`src/rtl/trig_cmd_sequencer.sv`:
```
// Purpose: decodes a UART byte command stream into trigger register writes and reads; read bytes go back out on tx.
// Latency: write strobe one clock after each data byte; read strobe then tx_valid on the next clock, so one byte per 2 clocks.
// Backpressure: tx_valid/tx_data hold until tx_ready; rx bytes have no backpressure and are dropped during reads.
module trig_cmd_sequencer #(
    parameter int NUM_REGS       = 9,
    parameter int TIMEOUT_CYCLES = 50000
) (
    input  logic       clk,
    input  logic       rst_n_sync,
    input  logic [7:0] rx_data,
    input  logic       rx_valid,
    output logic [7:0] tx_data,
    output logic       tx_valid,
    input  logic       tx_ready,
    output logic [7:0] address,
    output logic       trigger_write_enable,
    output logic [7:0] write_data_out,
    output logic       trigger_read_enable,
    input  logic [7:0] trigger_read_data,
    output logic       busy
);

    localparam int TMO_W = $clog2(TIMEOUT_CYCLES + 1);
    localparam logic [TMO_W-1:0] TMO_LAST = TMO_W'(TIMEOUT_CYCLES - 1);

    typedef enum logic [2:0] {
        IDLE     = 3'd0,
        GET_LEN  = 3'd1,
        WR_DATA  = 3'd2,
        RD_ISSUE = 3'd3,
        RD_SEND  = 3'd4
    } state_t;

    state_t           state_q, state_d;
    logic [7:0]       addr_q, addr_d;
    logic [7:0]       count_q, count_d;
    logic             rnw_q, rnw_d;
    logic [7:0]       wdata_q, wdata_d;
    logic             wr_en_q, wr_en_d;
    logic             rd_en_q, rd_en_d;
    logic             wr_pend_q, wr_pend_d;
    logic [7:0]       tx_data_q, tx_data_d;
    logic             tx_valid_q, tx_valid_d;
    logic             busy_q, busy_d;
    logic [TMO_W-1:0] tmo_q, tmo_d;

    logic wr_take;
    logic tmo_expired;
    logic timed_q, timed_d;

    function automatic logic in_range(input logic [7:0] a);
        return ({24'd0, a} < 32'(NUM_REGS));
    endfunction

    assign tmo_expired = (tmo_q == TMO_LAST);
    assign timed_q     = (state_q == GET_LEN) || (state_q == WR_DATA);
    assign timed_d     = (state_d == GET_LEN) || (state_d == WR_DATA);

    // Next-state and registered-output computation; address/count advance one clock after a written byte
    // (wr_pend_q) so the strobe is presented with the address it targets.
    always_comb begin
        state_d    = state_q;
        addr_d     = addr_q;
        count_d    = count_q;
        rnw_d      = rnw_q;
        wdata_d    = wdata_q;
        wr_pend_d  = 1'b0;
        tx_data_d  = tx_data_q;
        tx_valid_d = tx_valid_q;
        wr_take    = 1'b0;

        case (state_q)
            IDLE: begin
                if (rx_valid) begin
                    rnw_d   = rx_data[7];
                    addr_d  = {1'b0, rx_data[6:0]};
                    state_d = GET_LEN;
                end
            end
            GET_LEN: begin
                if (rx_valid) begin
                    count_d = rx_data;
                    if (rx_data == 8'd0)  state_d = IDLE;
                    else if (rnw_q)       state_d = RD_ISSUE;
                    else                  state_d = WR_DATA;
                end else if (tmo_expired) begin
                    state_d = IDLE;
                end
            end
            WR_DATA: begin
                if (wr_pend_q) begin
                    addr_d  = addr_q + 8'd1;
                    count_d = count_q - 8'd1;
                    if (count_q == 8'd1) state_d = IDLE;
                end
                // A byte landing on the final pointer update has no slot left in this command and is dropped.
                if (rx_valid && (state_d == WR_DATA)) begin
                    wr_take   = 1'b1;
                    wdata_d   = rx_data;
                    wr_pend_d = 1'b1;
                end else if (!wr_pend_q && !rx_valid && tmo_expired) begin
                    state_d = IDLE;
                end
            end
            RD_ISSUE: begin
                // Out-of-range reads issue no strobe and return zero.
                tx_data_d  = rd_en_q ? trigger_read_data : 8'h00;
                tx_valid_d = 1'b1;
                state_d    = RD_SEND;
            end
            RD_SEND: begin
                if (tx_valid_q && tx_ready) begin
                    tx_valid_d = 1'b0;
                    addr_d     = addr_q + 8'd1;
                    count_d    = count_q - 8'd1;
                    state_d    = (count_q == 8'd1) ? IDLE : RD_ISSUE;
                end
            end
            default: begin
                state_d    = IDLE;
                tx_valid_d = 1'b0;
            end
        endcase

        wr_en_d = wr_take && in_range(addr_d);
        rd_en_d = (state_d == RD_ISSUE) && in_range(addr_d);
        busy_d  = (state_d != IDLE);

        if (rx_valid || !timed_q || !timed_d) tmo_d = '0;
        else                                  tmo_d = tmo_q + TMO_W'(1);
    end

    // State and output registers; reset aborts any command in flight.
    always_ff @(posedge clk or negedge rst_n_sync) begin
        if (!rst_n_sync) begin
            state_q    <= IDLE;
            addr_q     <= 8'h00;
            count_q    <= 8'h00;
            rnw_q      <= 1'b0;
            wdata_q    <= 8'h00;
            wr_en_q    <= 1'b0;
            rd_en_q    <= 1'b0;
            wr_pend_q  <= 1'b0;
            tx_data_q  <= 8'h00;
            tx_valid_q <= 1'b0;
            busy_q     <= 1'b0;
            tmo_q      <= '0;
        end else begin
            state_q    <= state_d;
            addr_q     <= addr_d;
            count_q    <= count_d;
            rnw_q      <= rnw_d;
            wdata_q    <= wdata_d;
            wr_en_q    <= wr_en_d;
            rd_en_q    <= rd_en_d;
            wr_pend_q  <= wr_pend_d;
            tx_data_q  <= tx_data_d;
            tx_valid_q <= tx_valid_d;
            busy_q     <= busy_d;
            tmo_q      <= tmo_d;
        end
    end

    assign address              = addr_q;
    assign write_data_out       = wdata_q;
    assign trigger_write_enable = wr_en_q;
    assign trigger_read_enable  = rd_en_q;
    assign tx_data              = tx_data_q;
    assign tx_valid             = tx_valid_q;
    assign busy                 = busy_q;

endmodule

```
`config.mk`:
```
export PLATFORM = sky130hd
export DESIGN_NAME = trig_cmd_sequencer
export DESIGN_NICKNAME = d
export VERILOG_FILES = /design/src/rtl/trig_cmd_sequencer.sv
export SDC_FILE = /design/constraint.sdc
export NUM_CORES = 1
export LEC_CHECK = 0
export CAP_MARGIN = 10
export CORE_MARGIN = 1
export CORE_UTILIZATION = 31
export DETAILED_ROUTE_END_ITERATION = 12
export SETUP_SLACK_MARGIN = 0.1
export SYNTH_ARGS = -nofsm -noshare
export SYNTH_HDL_FRONTEND = slang
export SYNTH_SLANG_ARGS = --single-unit
```
`constraint.sdc`:
```
create_clock -name clk -period 2.4 [get_ports clk]
set_clock_uncertainty 0.2 [all_clocks]
set_input_delay 0.36 -clock clk [delete_from_list [all_inputs] [get_ports clk]]
set_output_delay 0.36 -clock clk [all_outputs]
set_load 0.03 [all_outputs]
```
After elaboration in Yosys (flattened, before gate mapping)
Index checks and enable logic that the tools add are counted.
{"block": "totals", "regBits": 57, "output_inout_bits": 28}
{"block": "op_classes", "addsub": 3, "magnitude_cmp": 1, "n_eq_ne": 13, "n_mux": 27, "bitwise": 1, "reduce_logical": 23}
{"op": "$mux 8", "n": 7}
{"op": "$pmux 8 s3", "n": 2}
{"op": "$mux 3", "n": 9}
{"op": "$add 16x1->16 const B", "n": 1}
{"op": "$eq 16x16->1 const B", "n": 1}
{"op": "$mux 16", "n": 1}
{"op": "$eq 3x2->1 const B", "n": 5}
{"op": "$pmux 3 s5", "n": 1}
{"op": "$add 8x1->8 const B", "n": 1}
{"op": "$eq 8x1->1 const B", "n": 1}
{"op": "$logic_not 8->1", "n": 1}
{"op": "$lt 8x4->1 const B", "n": 1}
{"op": "$sub 8x1->8 const B", "n": 1}
{"op": "$eq 3x1->1 const B", "n": 2}
{"op": "$logic_and 1x1->1", "n": 6}
{"op": "$ne 2x2->1 const B", "n": 3}
{"op": "$reduce_and 2->1", "n": 3}
{"op": "$reduce_bool 3->1", "n": 2}
{"op": "$logic_not 1->1", "n": 4}
{"op": "$logic_or 1x1->1", "n": 4}
{"op": "$mux 1", "n": 4}
{"op": "$mux 2", "n": 2}
{"op": "$reduce_and 4->1", "n": 1}
{"op": "$eq 3x3->1 const B", "n": 1}
{"op": "other kinds (4)", "n": 4}

Depth between registers and ports, before layout
Gate-level depths: netlist (run 1).
{"block": "logic_depth", "word_depth": 13, "depth_mapped": 9, "ltp_nobuf": 8}

Worst setup path before layout (run 1)
OpenSTA, ideal clock, no wires.
{"block": "synth_path", "path_type": "reg-to-reg", "startpoint": "register tx_valid_q, in the netlist tx_valid", "endpoint": "register wr_en_q, in the netlist trigger_write_enable", "setup_time_ps": 67, "arrival_time_ps": 2115, "setup_slack_ps": 18, "stages_incl_launch_ff": 7, "path_buffers": 0, "period_less_slack_ps": 2382, "cell_sequence": "dfrtp_1 -> nand2_1 -> a2111o_1 -> a211o_1 -> a221o_1 -> nor3_2 -> and3_1"}
{"block": "synth_between", "elab_chain_cells": 5}
{"item": "from (decl)", "line_no": "43", "rtl": "logic tx_valid_q, tx_valid_d;"}
{"item": "from (signal assigned)", "line_no": "158", "rtl": "tx_valid_q <= tx_valid_d;"}
{"item": "$logic_and 1x1->1", "line_no": "112", "rtl": "if (tx_valid_q && tx_ready) begin"}
{"item": "$mux 8", "line_no": "112"}
{"item": "$pmux 8 s3", "line_no": "72", "rtl": "case (state_q)"}
{"item": "net addr_d[5]", "line_no": "35", "rtl": "logic [7:0] addr_q, addr_d;"}
{"item": "$lt 8x4->1", "line_no": "52", "rtl": "return ({24'd0, a} < 32'(NUM_REGS));"}
{"item": "$logic_and 1x1->1", "line_no": "125", "rtl": "wr_en_d = wr_take && in_range(addr_d);"}
{"item": "net wr_en_d", "line_no": "39", "rtl": "logic wr_en_q, wr_en_d;"}
{"item": "to (signal assigned)", "line_no": "154", "rtl": "wr_en_q <= wr_en_d;"}
{"item": "to (decl)", "line_no": "39"}
The timed path passes the listed nets, and every way through them passes these cells.
A chain may end at the register's enable or synchronous reset.

Final worst setup path (run 1)
{"block": "layout_path", "startpoint": "register state_q[1]", "endpoint": "register tmo_q[1]"}
{"block": "layout_between", "elab_chain_cells": 12, "word_cells_on_any_way": 26}
{"item": "from (decl)", "line_no": "34", "rtl": "state_t state_q, state_d;"}
{"item": "from (signal assigned)", "line_no": "149", "rtl": "state_q <= state_d;"}
{"item": "$mux 3", "line_no": "94", "rtl": "if (count_q == 8'd1) state_d = IDLE;"}
{"item": "$mux 3", "line_no": "91", "rtl": "if (wr_pend_q) begin"}
{"item": "$mux 3", "line_no": "72"}
{"item": "$eq 3x2->1", "line_no": "97", "rtl": "if (rx_valid && (state_d == WR_DATA)) begin"}
{"item": "$logic_and 1x1->1", "line_no": "97"}
{"item": "$mux 3", "line_no": "97"}
{"item": "$pmux 3 s5", "line_no": "72"}
{"item": "$eq 3x1->1 / $eq 3x2->1 (equally long branches)", "line_no": "57", "rtl": "assign timed_d = (state_d == GET_LEN) || (state_d == WR_DATA);"}
{"item": "$logic_or 1x1->1", "line_no": "57"}
{"item": "$logic_not 1->1", "line_no": "129", "rtl": "if (rx_valid || !timed_q || !timed_d) tmo_d = '0;"}
{"item": "$logic_or 1x1->1 (*)", "line_no": "129"}
{"item": "$mux 16 (*)", "line_no": "129"}
{"item": "net tmo_d[1]", "line_no": "45", "rtl": "logic [TMO_W-1:0] tmo_q, tmo_d;"}
{"item": "to (signal assigned)", "line_no": "160", "rtl": "tmo_q <= tmo_d;"}
{"item": "to (decl)", "line_no": "45"}
The timed path passes the listed nets; every way through them passes the cells marked *. The select of a mux whose other input is x is not followed.

==> results of run 1 <==
## metal layers
metal  share of wire  wire (um)  GRT usage  vias to the layer above
met2            0.46       3530      0.233                       95
met3           0.061        468     0.0257                       10
met4           0.015        117     0.0702                        0
met1            0.46       3500      0.217                     1304
li1                -          -          -                     1305
met5               0          0          0                        -
## Yosys cell counts, types with 3 or more instances
| cell | n | area, um^2 |
|---|---|---|
| nand2b_1 | 4 | 25.0 |
| inv_1 | 8 | 30.0 |
| and2_1 | 3 | 18.8 |
| xor2_1 | 7 | 61.3 |
| o31ai_1 | 3 | 22.5 |
| nand3_1 | 10 | 50.1 |
| nor2_1 | 23 | 86.3 |
| dfrtp_1 | 57 | 1430 |
| xnor2_1 | 10 | 87.6 |
| mux2_2 | 8 | 90.1 |
| a21oi_1 | 16 | 80.1 |
| nand4_1 | 4 | 25.0 |
| clkbuf_1 | 5 | 18.8 |
| a311oi_1 | 3 | 26.3 |
| or3_1 | 4 | 25.0 |
| nor4_1 | 3 | 18.8 |
| nor2_4 | 8 | 90.1 |
| o21ai_0 | 19 | 95.1 |
| nand2_1 | 39 | 146 |
| ha_1 | 4 | 50.1 |
| nor3_1 | 13 | 65.1 |
| and3_1 | 11 | 68.8 |
| buf_2 | 3 | 15.0 |
## final timing paths
kind	slack [ps]	end	depth (start not counted)
max	100	tmo_q[1]	6
min	140	tx_valid	3
max reg2reg	100	tmo_q[1]	6
min reg2reg	270	tmo_q[0]	1
max in group asynchronous	1070	tmo_q[1]	3
min in group asynchronous	350	address[3]	2
## cell type report
cell class | instances | area share
Inverter | 8 | 0.00685
Sequential cell | 57 | 0.326
Clock inverter | 5 | 0.0177
Tap cell | 129 | 0.0368
Clock buffer | 11 | 0.0345
Multi-Input combinational cell | 234 | 0.378
Timing Repair Buffer | 96 | 0.200
## metrics by stage
stage | cells | hold slack, ps | util | setup TNS, ps | cell area, um^2
6_report | 540 | 143 | 0.468 | 0 | 4390
5_1_grt | 540 | 149 | 0.468 | 0 | 4390
4_1_cts | 537 | 273 | 0.454 | 0 | 4250
3_5_place_dp | 519 | 206 | 0.421 | -10500 | 3940
3_3_place_gp | 519 | 194 | 0.421 | -9650 | 3940
2_1_floorplan | 311 | -136 | - | 0 | 3040
## where the power goes
part           switching, mW  total, mW  internal [mW]
logic                   1.60       2.95           1.34
clock network          0.404       1.04          0.637
registers              0.296       1.59           1.29
## worst reg2reg max path, delay by kind of cell (launching register included)
kind | cells | cell delay, ps
AO/OA/AOI/OAI | 3 | 940
AND/OR/NAND/NOR | 3 | 650
flip-flops | 1 | 440
## what timing repair did
item,4_1_cts,5_1_grt
pin swaps,3,25
hold endpoints to repair,25,0
gates resized for setup,10,26
hold buffers,1,0
cloned,1,0
setup buffers,0,3
setup endpoints to repair,19,30
## cell families after synthesis
family / count (synthesis) / synth area share
and+or+nand+nor: 141 / 0.258
AOI/OAI and AO/OA: 63 / 0.140
DFF: 57 / 0.470
buffers and inverters: 21 / 0.0375
xor gates and xnor gates: 17 / 0.0490
muxes: 8 / 0.0297
adders and majority gates: 4 / 0.0165
## flip-flops by register name, summed over array words and instances (netlist names)
register and flops:
count_q 8, tmo_q 16, busy 1, trigger_write_enable 1, rnw_q 1, tx_data 8, trigger_read_enable 1, wr_pend_q 1
write_data_out 8, address 8, state_q 3, tx_valid 1
==> impl_results.md, run 1 <==
* Sequential element share of the synthesized area at 0.470
* Critical path peak fanout at 8
* Post-route ant nets at 0
* CTS H-Tree Depth at 3
* Post-Route WL at 7.62 mm
* Drt first pass iters at 4
* Number of global-route vias before repair at 2475
* Core area at 9370 um^2
* Setup WS pre-CTS at -609 ps
* Gpl congestion at 0.814
* Syn-to-layout area delta at 44.5%
* Syn nets at 335
* Crit Reg-Reg Startpoint: state_q[1]
* Overall power at 5.58 mW
* Hold crit path type: in2reg
* Slew Viols, Final at 0
* Ant. Diodes at 0
* Drt wl/cell at 14.1 um
* Synth Instances at 311
* Fin. Hold Viols at 0
* Clk buf depth at 2
* LEAKAGE at 1.82 nW
* Initial cell density of the core at 0.324
* Largest net degree at the start of global routing at 33
* Ports at 48
* Core Rows at 35
* Hpwl dp at 5.44 mm
* CP required at 2470 ps
* Total global routing track utilization at 0.155
* Clock Latency Late Sink at 340 ps
* Final period util at 0.958
* Critical path startpoint: state_q[1]
* Setup crit end kind: flip-flop
* Crit Path Class: reg2reg
* Hold wc startpoint: tx_ready
* CP peak stage delay at 450 ps
* Via count at 2714
* Commonest non-fill, non-tap cells in the layout: 54 x dfrtp_1, 44 x clkdlybuf4s50_1, 43 x buf_4, 39 x nand2_1, 19 x o21ai_0
* Synthesized area at 3040 um^2
* CTS tree: built
* Die W at 101 um
* 1st-iter DRT viols at 165
* Crit-path cells: or3b_4 -> a211oi_4 -> nor2_1 -> a21boi_4 -> a211o_4 -> nor2_2
* Clk root buf: clkbuf_8
* Reg clk slew, reported paths at 70 ps
* EDFF count, synth at 0
* Top FF cell, synth: dfrtp_1
* Die area at 10200 um^2
* Vias per std cell at 5.03
* Max rail drop VDD at 530 uV
* Count of final setup violators at 0
* Fin crit period at 2300 ps
* Gr ovfl total at 0
* Die Y at 101 um
* Status: finished, final reports clean
* Multi-input logic area at 1660 um^2
* Actual slew at the worst max-slew pin at 595 ps
* Most common cell after layout, fill and taps aside: dfrtp_1
* Max-Slew Margin vs Limit at 0.603
* CTS buffer count at 9
* Final worst slack at 101 ps
* Nets at 430
* Delay-heaviest family, CP: compound AO/OA/AOI/OAI gates
* CP startpoint kind: flip-flop
* Port buffer count at 47
* Worst Path Buf+Inv at 0
* Register area at 1430 um^2
* YS warnings at 0
* Pwr dens at 1270 nW/um^2
* RSZ-0062 raised after global routing: yes
* Post-synth ARST share at 1.00
* # fillers at 886
* Register bit total from synthesis at 57
* First-pass GRT wire length at 12.1 mm
* Synthesized area per cell at 9.76 um^2
* Max Cap Viol at 0
* Cell variety after synth at 59
* Post-route DRC violation count at 0
* Initial antenna violation count at 0
* Share of cells above drive strength 1 at 0.282
* Arrival time at the worst endpoint at 2370 ps
* CP max stage cell: a211o_4
* Clock sinks at 57
* Max Freq at 435 MHz
Note: power is estimated with default switching activity, not from simulation.
==> run 2: changes to the inputs <==
--- a/config.mk
+++ b/config.mk
@@ -7,7 +7,7 @@
 export LEC_CHECK = 0
 export CAP_MARGIN = 10
 export CORE_MARGIN = 1
-export CORE_UTILIZATION = 31
+export CORE_UTILIZATION = 37
 export DETAILED_ROUTE_END_ITERATION = 12
 export SETUP_SLACK_MARGIN = 0.1
 export SYNTH_ARGS = -nofsm -noshare
==> impl_results.md, run 2 (synthesized netlist as in run 1, its figures left out) <==
* Final period util at 0.971
* Clk buf depth at 2
* Max reg flops at 16
* CP required at 2460 ps
* Register area at 1430 um^2
* Largest net degree at the start of global routing at 29
* Vias per std cell at 5.17
* Clock Latency Late Sink at 330 ps
* Biggest register: tmo_q
* Max rail drop VDD at 567 uV
* CP startpoint kind: flip-flop
* Core area at 7850 um^2
* Max-Slew Margin vs Limit at 0.725
* Slew Viols, Final at 0
* Ant. Diodes at 0
* Port buffer count at 47
* Gr ovfl total at 0
* Via count at 2654
* Number of global-route vias before repair at 2548
* Hpwl dp at 5.38 mm
* Nets at 431
* Setup crit end kind: flip-flop
* Gpl congestion at 0.882
* Total global routing track utilization at 0.185
* RSZ-0062 raised after global routing: yes
* Clk root buf: clkbuf_8
* Core Rows at 32
* Initial cell density of the core at 0.387
* Count of final setup violators at 0
* Status: finished, final reports clean
* LEAKAGE at 1.75 nW
* Pwr dens at 1240 nW/um^2
* Post-route DRC violation count at 0
* WHS at 263 ps
* Overall power at 5.22 mW
* Setup WS pre-CTS at -433 ps
* Setup TNS at 0 ps
* Reg clk slew, reported paths at 70 ps
* Fin. Hold Viols at 0
* Clock sinks at 57
* Initial antenna violation count at 0
* Critical path peak fanout at 6
* Share of cells above drive strength 1 at 0.265
* Placed insts at 490
* Final worst slack at 69.7 ps
* Post-Route WL at 7.57 mm
* CTS tree: built
* Ports at 48
* Max Freq at 429 MHz
* Crit Path Class: reg2reg
* Syn-to-layout area delta at 39.2%
* Hold crit path type: reg2reg
* Arrival time at the worst endpoint at 2390 ps
* CTS buffer count at 9
* # fillers at 736
* Die W at 92.6 um
* Die Y at 92.6 um
* 1st-iter DRT viols at 140
* Final non-filler cell total at 513
* Reg2Reg Setup Slack at 70 ps
* Drt wl/cell at 14.8 um
* Multi-input logic area at 1600 um^2
* Drt first pass iters at 4
* Fin crit period at 2330 ps
* Die area at 8570 um^2
* CTS H-Tree Depth at 3
* First-pass GRT wire length at 12.4 mm
* Actual slew at the worst max-slew pin at 405 ps
* Most common cell after layout, fill and taps aside: dfrtp_1
* Max Cap Viol at 0
* Commonest non-fill, non-tap cells in the layout: 56 x dfrtp_1, 46 x clkdlybuf4s50_1, 45 x buf_4, 39 x nand2_1
* Post-route ant nets at 0
run 2: cell types whose count changed in the layout (fill, tap and decap cells not counted), moves of 2 or more:
cell	delta
dfrtp_2	-2
buf_4	+2
clkbuf_8	-2
clkdlybuf4s50_1	+2
dlymetal6s2s_1	-2
clkbuf_1	+2
a311oi_2	-2
buf_6	-2
dfrtp_1	+2
bufinv_16	-2
run 2: metal layers:
metal / share of wire / track usage
met3: 0.042 / 0.0255
met1: 0.50 / 0.268
met4: 0.0079 / 0.0638
met2: 0.45 / 0.283
met5: 0 / 0
run 2: worst max-delay path: stages, from the launching register on:
cell and delay, ps:
dfrtp_1 450, nor2b_1 160, a2111o_1 500, a211o_1 260, a221o_1 330, nor3_2 190, and3_1 180
run 2: where the power goes:
part	switching, mW	total, mW	internal [mW]
Clock	0.371	0.734	0.363
Sequential	0.288	1.58	1.29
Combinational	1.58	2.91	1.33
run 2: path summary, 6_finish.rpt:
check,start,endpoint,depth (start not counted)
setup / recovery,state_q[1],trigger_write_enable,6
hold / removal,tmo_q[0],tmo_q[0],1
setup reg to reg,state_q[1],trigger_write_enable,6
hold reg to reg,tmo_q[0],tmo_q[0],1
max in group asynchronous,rst_n_sync,tx_valid,3
min in group asynchronous,rst_n_sync,state_q[0],2
run 2: what timing repair did:
action	in CTS	in global routing
resized for setup	8	14
pin swaps	4	14
hold buffers	1	0
cloned	0	1
endpoints found under the hold margin	15	0
buffers inserted	1	5
setup endpoints to repair	27	27
run 2: per-stage QoR:
step | utilization | cell area (um^2)
after floorplan | - | 3040
after global placement | 0.498 | 3910
after detailed placement | 0.498 | 3910
after CTS | 0.526 | 4130
after global routing | 0.539 | 4230
final | 0.539 | 4230
run 2: final cells by class:
class                      count  area share
clock buffer                  11      0.0311
clock inverter                 4     0.00533
inverter                       8     0.00710
multi-input combinational    234       0.379
sequential                    57       0.338
tap                          102      0.0302
timing repair buffer          97       0.209
